**src/rtl/mem_arbiter_pkg.sv**
```systemverilog
// Shared widths, state encodings and owner tags for the CPU/loader memory arbiter.
package mem_arbiter_pkg;

  localparam int unsigned DEF_WORD_SIZE     = 16;
  localparam int unsigned DEF_MEM_ADDR_SIZE = 16;
  localparam int unsigned DEF_STARVE_LIMIT  = 4;
  localparam int unsigned STARVE_CNT_W      = 4;

  typedef enum logic [1:0] {
    ST_IDLE   = 2'b00,
    ST_ACCESS = 2'b01,
    ST_DONE   = 2'b10
  } arb_state_e;

  typedef enum logic {
    OWN_CPU = 1'b0,
    OWN_LDR = 1'b1
  } arb_owner_e;

endpackage

```
**src/rtl/arb_starve_counter.sv**
```systemverilog
// Saturating count of cycles the loader has waited; flags when the limit is reached.
module arb_starve_counter
  import mem_arbiter_pkg::*;
#(
  parameter int unsigned LIMIT = DEF_STARVE_LIMIT
) (
  input  logic i_clock,
  input  logic i_reset_n,
  input  logic i_clear,
  input  logic i_inc,
  output logic o_limit_hit_c
);

  logic [STARVE_CNT_W-1:0] r_cnt;

  always_ff @(posedge i_clock or negedge i_reset_n) begin
    if (!i_reset_n) begin
      r_cnt <= '0;
    end else if (i_clear) begin
      r_cnt <= '0;
    end else if (i_inc && (r_cnt < STARVE_CNT_W'(LIMIT))) begin
      r_cnt <= r_cnt + STARVE_CNT_W'(1);
    end
  end

  assign o_limit_hit_c = (r_cnt == STARVE_CNT_W'(LIMIT));

endmodule

```
**src/rtl/mem_arbiter.sv**
```systemverilog
// Two-master (CPU, loader) single-port memory arbiter: one access per two cycles,
// CPU priority with a starvation override for the loader.
module mem_arbiter
  import mem_arbiter_pkg::*;
#(
  parameter int unsigned WORD_SIZE     = DEF_WORD_SIZE,
  parameter int unsigned MEM_ADDR_SIZE = DEF_MEM_ADDR_SIZE,
  parameter int unsigned STARVE_LIMIT  = DEF_STARVE_LIMIT
) (
  input  logic                     clock,
  input  logic                     reset,
  input  logic                     cpu_read,
  input  logic                     cpu_write,
  input  logic [MEM_ADDR_SIZE-1:0] cpu_address,
  input  logic [WORD_SIZE-1:0]     cpu_write_data,
  output logic [WORD_SIZE-1:0]     cpu_read_data,
  output logic                     cpu_ready,
  output logic                     cpu_stall,
  input  logic                     ldr_req,
  input  logic                     ldr_write,
  input  logic [MEM_ADDR_SIZE-1:0] ldr_address,
  input  logic [WORD_SIZE-1:0]     ldr_write_data,
  output logic [WORD_SIZE-1:0]     ldr_read_data,
  output logic                     ldr_ready,
  output logic [MEM_ADDR_SIZE-1:0] mem_address,
  output logic [WORD_SIZE-1:0]     mem_write_data,
  output logic                     mem_read,
  output logic                     mem_write,
  input  logic [WORD_SIZE-1:0]     mem_read_data,
  output logic                     proto_err
);

  arb_state_e r_state;
  arb_state_e w_state_nxt;
  arb_owner_e r_owner;
  arb_owner_e w_owner_nxt;

  logic                     w_cpu_req;
  logic                     w_arb;
  logic                     w_limit_hit;
  logic                     w_grant_ldr;
  logic                     w_grant_cpu;
  logic                     w_ldr_in_access;

  logic [MEM_ADDR_SIZE-1:0] w_addr_nxt;
  logic [WORD_SIZE-1:0]     w_wdata_nxt;
  logic                     w_mem_read_nxt;
  logic                     w_mem_write_nxt;
  logic                     w_cpu_ready_nxt;
  logic                     w_ldr_ready_nxt;
  logic                     w_cap_cpu;
  logic                     w_cap_ldr;

  logic [MEM_ADDR_SIZE-1:0] r_mem_address;
  logic [WORD_SIZE-1:0]     r_mem_write_data;
  logic                     r_mem_read;
  logic                     r_mem_write;
  logic                     r_cpu_ready;
  logic                     r_ldr_ready;
  logic [WORD_SIZE-1:0]     r_cpu_read_data;
  logic [WORD_SIZE-1:0]     r_ldr_read_data;
  logic                     r_proto_err;

  // Arbitration happens in IDLE and DONE; the loader only beats the CPU once starved.
  assign w_cpu_req       = cpu_read | cpu_write;
  assign w_arb           = (r_state == ST_IDLE) || (r_state == ST_DONE);
  assign w_grant_ldr     = w_arb && ldr_req && (!w_cpu_req || w_limit_hit);
  assign w_grant_cpu     = w_arb && w_cpu_req && !w_grant_ldr;
  assign w_ldr_in_access = (r_state == ST_ACCESS) && (r_owner == OWN_LDR);

  arb_starve_counter #(
    .LIMIT (STARVE_LIMIT)
  ) u_starve (
    .i_clock       (clock),
    .i_reset_n     (reset),
    .i_clear       (w_grant_ldr | ~ldr_req),
    .i_inc         (ldr_req & ~w_ldr_in_access),
    .o_limit_hit_c (w_limit_hit)
  );

  always_ff @(posedge clock or negedge reset) begin
    if (!reset) begin
      r_state <= ST_IDLE;
    end else begin
      r_state <= w_state_nxt;
    end
  end

  always_comb begin
    w_state_nxt = ST_IDLE;
    unique case (r_state)
      ST_IDLE, ST_DONE: w_state_nxt = (w_cpu_req || ldr_req) ? ST_ACCESS : ST_IDLE;
      ST_ACCESS:        w_state_nxt = ST_DONE;
      default:          w_state_nxt = ST_IDLE;
    endcase
  end

  // Next values of the registered outputs, decided by the current state.
  always_comb begin
    w_owner_nxt     = r_owner;
    w_addr_nxt      = r_mem_address;
    w_wdata_nxt     = r_mem_write_data;
    w_mem_read_nxt  = 1'b0;
    w_mem_write_nxt = 1'b0;
    w_cpu_ready_nxt = 1'b0;
    w_ldr_ready_nxt = 1'b0;
    w_cap_cpu       = 1'b0;
    w_cap_ldr       = 1'b0;
    unique case (r_state)
      ST_IDLE, ST_DONE: begin
        if (w_grant_ldr) begin
          w_owner_nxt     = OWN_LDR;
          w_addr_nxt      = ldr_address;
          w_wdata_nxt     = ldr_write_data;
          w_mem_write_nxt = ldr_write;
          w_mem_read_nxt  = !ldr_write;
        end else if (w_grant_cpu) begin
          w_owner_nxt     = OWN_CPU;
          w_addr_nxt      = cpu_address;
          w_wdata_nxt     = cpu_write_data;
          w_mem_write_nxt = cpu_write;
          w_mem_read_nxt  = !cpu_write;
        end
      end
      ST_ACCESS: begin
        w_cpu_ready_nxt = (r_owner == OWN_CPU);
        w_ldr_ready_nxt = (r_owner == OWN_LDR);
        w_cap_cpu       = (r_owner == OWN_CPU) && r_mem_read;
        w_cap_ldr       = (r_owner == OWN_LDR) && r_mem_read;
      end
      default: ;
    endcase
  end

  always_ff @(posedge clock or negedge reset) begin
    if (!reset) begin
      r_owner          <= OWN_CPU;
      r_mem_address    <= '0;
      r_mem_write_data <= '0;
      r_mem_read       <= 1'b0;
      r_mem_write      <= 1'b0;
      r_cpu_ready      <= 1'b0;
      r_ldr_ready      <= 1'b0;
      r_cpu_read_data  <= '0;
      r_ldr_read_data  <= '0;
      r_proto_err      <= 1'b0;
    end else begin
      r_owner          <= w_owner_nxt;
      r_mem_address    <= w_addr_nxt;
      r_mem_write_data <= w_wdata_nxt;
      r_mem_read       <= w_mem_read_nxt;
      r_mem_write      <= w_mem_write_nxt;
      r_cpu_ready      <= w_cpu_ready_nxt;
      r_ldr_ready      <= w_ldr_ready_nxt;
      if (w_cap_cpu) r_cpu_read_data <= mem_read_data;
      if (w_cap_ldr) r_ldr_read_data <= mem_read_data;
      r_proto_err      <= r_proto_err | (cpu_read & cpu_write);
    end
  end

  assign cpu_stall      = w_cpu_req & ~r_cpu_ready;
  assign cpu_read_data  = r_cpu_read_data;
  assign cpu_ready      = r_cpu_ready;
  assign ldr_read_data  = r_ldr_read_data;
  assign ldr_ready      = r_ldr_ready;
  assign mem_address    = r_mem_address;
  assign mem_write_data = r_mem_write_data;
  assign mem_read       = r_mem_read;
  assign mem_write      = r_mem_write;
  assign proto_err      = r_proto_err;

endmodule
```
**config.mk**
```make
export PLATFORM = sky130hd
export DESIGN_NAME = mem_arbiter
export DESIGN_NICKNAME = d
export VERILOG_FILES = /design/src/rtl/mem_arbiter_pkg.sv /design/src/rtl/arb_starve_counter.sv /design/src/rtl/mem_arbiter.sv
export SDC_FILE = /design/constraint.sdc
export NUM_CORES = 1
export LEC_CHECK = 0
export CAP_MARGIN = 20
export CELL_PAD_IN_SITES_DETAIL_PLACEMENT = 1
export CELL_PAD_IN_SITES_GLOBAL_PLACEMENT = 2
export CORE_AREA = 4 4 99 101
export DETAILED_ROUTE_END_ITERATION = 6
export DIE_AREA = 0 0 103 105
export DONT_BUFFER_PORTS = 1
export PLACE_DENSITY = 0.87
export SYNTH_ARGS = -nofsm -noshare
export SYNTH_HDL_FRONTEND = slang
export SYNTH_SLANG_ARGS = --single-unit
```
**constraint.sdc**
```tcl
create_clock -name clock -period 4.9 [get_ports clock]
set_clock_uncertainty 0.2 [all_clocks]
set_input_delay 0.98 -clock clock [delete_from_list [all_inputs] [get_ports clock]]
set_output_delay 0.98 -clock clock [all_outputs]
set_load 0.05 [all_outputs]
```
**Word-level counts from Yosys, hierarchy flattened**

Index checks and enable logic that the tools add are counted.

- Word-level logic and storage cells: 67
- Output and inout port bits: 70
- Register bits: 76
- Input port bits: 86

- Reductions and logical operators: 20
- Bitwise logic cells: 10
- $lt $le $gt $ge: 1
- $add $sub $neg: 1
- Eq/ne operators: 3
- Muxes and demuxes: 20

Operator list:

| kind | number |
|---|---|
| $mux 16 | 4 |
| $mux 1 | 13 |
| $logic_and 1x1->1 | 8 |
| $mux 4 | 2 |
| $add 4x1->4 const B | 1 |
| $eq 4x3->1 const B | 1 |
| $logic_not 1->1 | 4 |
| $lt 4x3->1 const B | 1 |
| $not 1->1 | 4 |
| $pmux 2 s2 | 1 |
| $reduce_bool 2->1 | 2 |
| $and 1x1->1 | 3 |
| $logic_or 1x1->1 | 3 |
| $or 1x1->1 | 3 |
| $eq 2x1->1 const B | 1 |
| $eq 2x2->1 const B | 1 |
| $logic_not 2->1 | 1 |
| $reduce_and 2->1 | 1 |
| $reduce_or 2->1 | 1 |

**Longest topological paths before layout**

- Word-level depth: 9
- Mapped depth: 7

**By module**

Synthesis repeated with hierarchy kept, for this count alone.

- Cell total of the unflattened synthesis: 267
- Area total of the unflattened synthesis: 3,462.1 µm²

By module, submodules not included:

| module | instances | area each (µm²) | sequential area each (µm²) | cells each |
|---|---|---|---|---|
| mem_arbiter | 1 | 3,233.1 | 1,801.7 | 247 |
| arb_starve_counter | 1 | 229.0 | 100.1 | 20 |

**Least setup slack after synthesis**

OpenSTA, ideal clock, no wires.

- Kind: input to output
- From: input cpu_read
- To: output cpu_stall
- Data arrival time: 1.930 ns
- Required time: 3.720 ns
- Slack: 1.790 ns
- Cell stages on the path: 3
- Path through: nor2_1 -> clkbuf_1 -> nor2_1

- Cells in the longest elaborated chain, start to end: 2

Ends and longest elaborated chain:

| element | RTL line | source |
|---|---|---|
| from (decl) | mem_arbiter.sv:12 | `input logic cpu_read,` |
| $or 1x1->1 | mem_arbiter.sv:65 | `assign w_cpu_req = cpu_read \| cpu_write;` |
| $and 1x1->1 | mem_arbiter.sv:161 | `assign cpu_stall = w_cpu_req & ~r_cpu_ready;` |
| to (decl) | mem_arbiter.sv:18 | `output logic cpu_stall,` |

No other way between the ends.

**Worst setup path in the final report**

Same ends and word-level chain as after synthesis.

==> impl_results.rst <==
.. list-table::
   :header-rows: 1

   * - Metric
     - Value
   * - Reg-to-reg setup timing slack
     - ~2.6 ns
   * - Critical path type
     - in2out
   * - # rows
     - 35
   * - Maximum number of pins on one net before global-route repair
     - 77
   * - Total non-filler cell area in the finished layout
     - roughly 3700 µm²
   * - Setup Total Neg Slack
     - 0 ns
   * - Insertion delay to the later sink of the worst-skew pair
     - 0.34 ns
   * - Power Density
     - ~670 nW/µm²
   * - Congestion Overflow GR
     - 0
   * - Synth area leaders
     - dfrtp_1 (54%), mux2_2 (10%), o211ai_1 (7.1%), a31oi_1 (5.0%), a21oi_1 (4.7%)
   * - Total cell area at the placement stage
     - ~3500 µm²
   * - Result of the run
     - completed
   * - Count of hold-fix buffers inserted at cts
     - 0
   * - Crit start category
     - input pin
   * - Hold Path Class
     - in2async
   * - GR Util All Layers
     - between 10% and 20%
   * - Sequential share of the synthesized area
     - about 54%
   * - Antenna violations before repair
     - 0
   * - # port buffers
     - 0
   * - Vias/cell
     - between 6 and 7
   * - Pin slew with the least headroom to its limit
     - between 0.9 and 1 ns
   * - Total routed wirelength
     - approximately 9.4 mm
   * - Headroom to the max-slew limit
     - approximately two fifths
   * - Global-route wire length before repair
     - around 14 mm
   * - Global placement routability congestion
     - 0.750
   * - Post-DRT Antenna Nets
     - 0
   * - Unrepaired setup endpoints after global routing
     - no
   * - Overall die area
     - roughly 11000 µm²
   * - Reg-to-reg startpoint
     - u_starve.r_cnt[0]
   * - Drt initial violations
     - 105
   * - Number of flops mapped to enable cells by yosys
     - 0
   * - Clock-pin slew reported for the worst setup and hold paths after clock tree synthesis
     - ~0.080 ns
   * - Growth of design area from synthesis to finish
     - 6.28%
   * - Initial Util
     - between 30% and 40%
   * - Sinks on the clock net
     - between 70 and 80
   * - Arrival time of data at the critical path endpoint
     - 1.72 ns
   * - Number of buffers added by the clock tree synthesis step
     - 9
   * - Number of buffers inserted to repair setup after CTS
     - 0
   * - Worst voltage drop across the vdd grid
     - approximately 0.00018 V
   * - Fraction of post-synthesis cell area in the top cell type by area
     - about 54%
   * - Fraction of the cycle the final worst path needs
     - about three fifths
   * - Maximum fanout along the worst path
     - 4
   * - Post-route DRC
     - 0
   * - Maxcap violations
     - 0
   * - Final max-slew violation count
     - 0
   * - Top post-synthesis cells by count
     - dfrtp_1 (76), a21oi_1 (33), o211ai_1 (33)
   * - Setup violators final
     - 0
   * - Die Height
     - about 110 µm
   * - Number of gates resized after CTS
     - 0
   * - #FFs+latches synth
     - between 70 and 80
   * - Number of nets in the synthesized netlist
     - slightly below 400
   * - Overall die width
     - around 100 µm
   * - Routed length per placed instance
     - 23.3 µm
   * - Number of buffers and inverters on the critical path
     - 0
   * - Static leakage power
     - between 1 and 1.5 nW
   * - Number of standard cells after synthesis
     - between 300 and 400
   * - Req. time, crit path
     - around 3.7 ns
   * - Reg-to-reg critical path endpoint
     - mem_read
   * - Most common flop cell mapped by yosys
     - dfrtp_1
   * - DRT Pass-1 Iters
     - 4
   * - Dominant delay contributor by cell family on the critical path
     - simple AND/OR/NAND/NOR gates
   * - Leading cell type by number of instances after synthesis
     - dfrtp_1
   * - Core Region
     - around 9000 µm²
   * - Antenna diode instance count
     - 0
   * - Hold WS
     - 0.125 ns
   * - Critical Path Max Stage Delay
     - a little under 0.7 ns
   * - Number of global-route vias before repair
     - around 2800
   * - I/O pin count
     - between 150 and 200
   * - FMAX
     - 345 MHz
   * - Fraction of final layout cells sized beyond drive strength 1
     - a little over a fifth
   * - Cell chosen for the clock root
     - clkbuf_8
   * - Longest Clk Path Bufs
     - 2
   * - Post-detail-place hpwl
     - 6.15 mm
   * - Proportion of synthesized flip-flops having asynchronous set or reset
     - between 90% and 100%
   * - Cell Chain, Critical Path
     - nor2_2 -> nor2_1
   * - Count of synthesis-stage warnings from yosys
     - 0
   * - Number of nets in the layout
     - between 300 and 400
   * - Post-synth design cell area
     - around 3500 µm²
   * - CTS tree
     - yes
   * - Mean area per synthesized cell
     - between 10 and 15 µm²
   * - Worst Setup End Kind
     - primary output
   * - Final Critical Period
     - 2.90 ns
   * - Hold Vio Cnt, Final
     - 0
   * - Post-synth top area cell
     - dfrtp_1
   * - Netlist cell types
     - 36
   * - Worst reg-to-reg path cell count
     - 6
   * - Via Count
     - 2541
   * - H-tree lvl count
     - 3
   * - Slowest cell on the critical path
     - nor2_1
-- through the flow --
stage	util [%]	worst slack [ns]	power (mW)	std cells
after floorplan	-	1.79	1.92	306
after global placement	38.7	1.98	1.98	389
after detailed placement	38.7	1.99	2.00	389
after CTS	41.0	1.98	2.53	404
after global routing	41.3	1.94	2.62	405
final	41.3	2.00	2.50	405
-- worst register-to-register path, cell delays in order, from the launching register on --
cell	delay, ns
dfrtp_1	0.41
inv_1	0.07
ha_1	0.16
nand4b_1	0.52
buf_4	0.45
o21a_1	0.21
a311oi_1	0.23
-- metal layers --
| metal | track usage [%] | routed length [µm] |
|---|---|---|
| met2 | 26.5 | 4240 |
| met1 | 21.2 | 4010 |
| met4 | 5.92 | 119 |
| met5 | 0 | 0 |
| met3 | 7.21 | 1060 |
-- sequential cells by signal, indices dropped and copies added (netlist names) --
name and cells:
cpu_read_data 16, cpu_ready 1, ldr_read_data 16, ldr_ready 1
mem_address 16, mem_read 1, mem_write 1, mem_write_data 16
proto_err 1, r_owner 1, r_state 2, u_starve.r_cnt 4
-- cells in the final DEF (no fill, tap or decap), drive strengths merged, types with 3 or more instances in the layout --
cell,synthesis,layout
buf,18,5
o211ai,33,33
a211oi,3,3
clkbuf,14,9
clkinv,0,3
nand3,32,32
mux2,32,32
dfrtp,76,76
inv,6,7
a31oi,32,32
a21oi,33,33
nand2,4,4
nor2,3,3
-- how the worst max path moves through the flow --
| stage | cells after the start | slack (ns) | end | start |
|---|---|---|---|---|
| floorplan | 3 | 1.79 | cpu_stall | cpu_read |
| global placement | 2 | 1.98 | cpu_stall | cpu_read |
| detailed placement | 2 | 1.99 | cpu_stall | cpu_read |
| CTS | 1 | 1.98 | cpu_stall | cpu_ready |
| global route | 1 | 1.94 | cpu_stall | cpu_ready |
| finish | 2 | 2.00 | cpu_stall | cpu_read |
-- power by group --
group | internal [mW] | switching (mW) | total, mW
clock | 0.285 | 0.239 | 0.524
combinational | 0.162 | 0.144 | 0.306
sequential | 0.817 | 0.854 | 1.67
total | 1.26 | 1.24 | 2.50
-- area by class of cell --
type | instances | area [µm²]
Fill cell | 970 | 5290
Sequential cell | 76 | 1900
Multi-Input combinational cell | 192 | 1390
Tap cell | 111 | 139
Clock buffer | 9 | 124
Clock inverter | 6 | 87.6
Timing Repair Buffer | 5 | 57.6
Inverter | 6 | 25.0
-- cells by family after synthesis --
family	Yosys count	synth area share (%)
buffers and inverters	38	6.13
muxes	32	10.3
AOI/OAI and AO/OA	108	20.5
adders and majority gates	2	0.713
and+or+nand+nor	50	8.13
DFF	76	54.2
(Power assumes the default switching activity.)
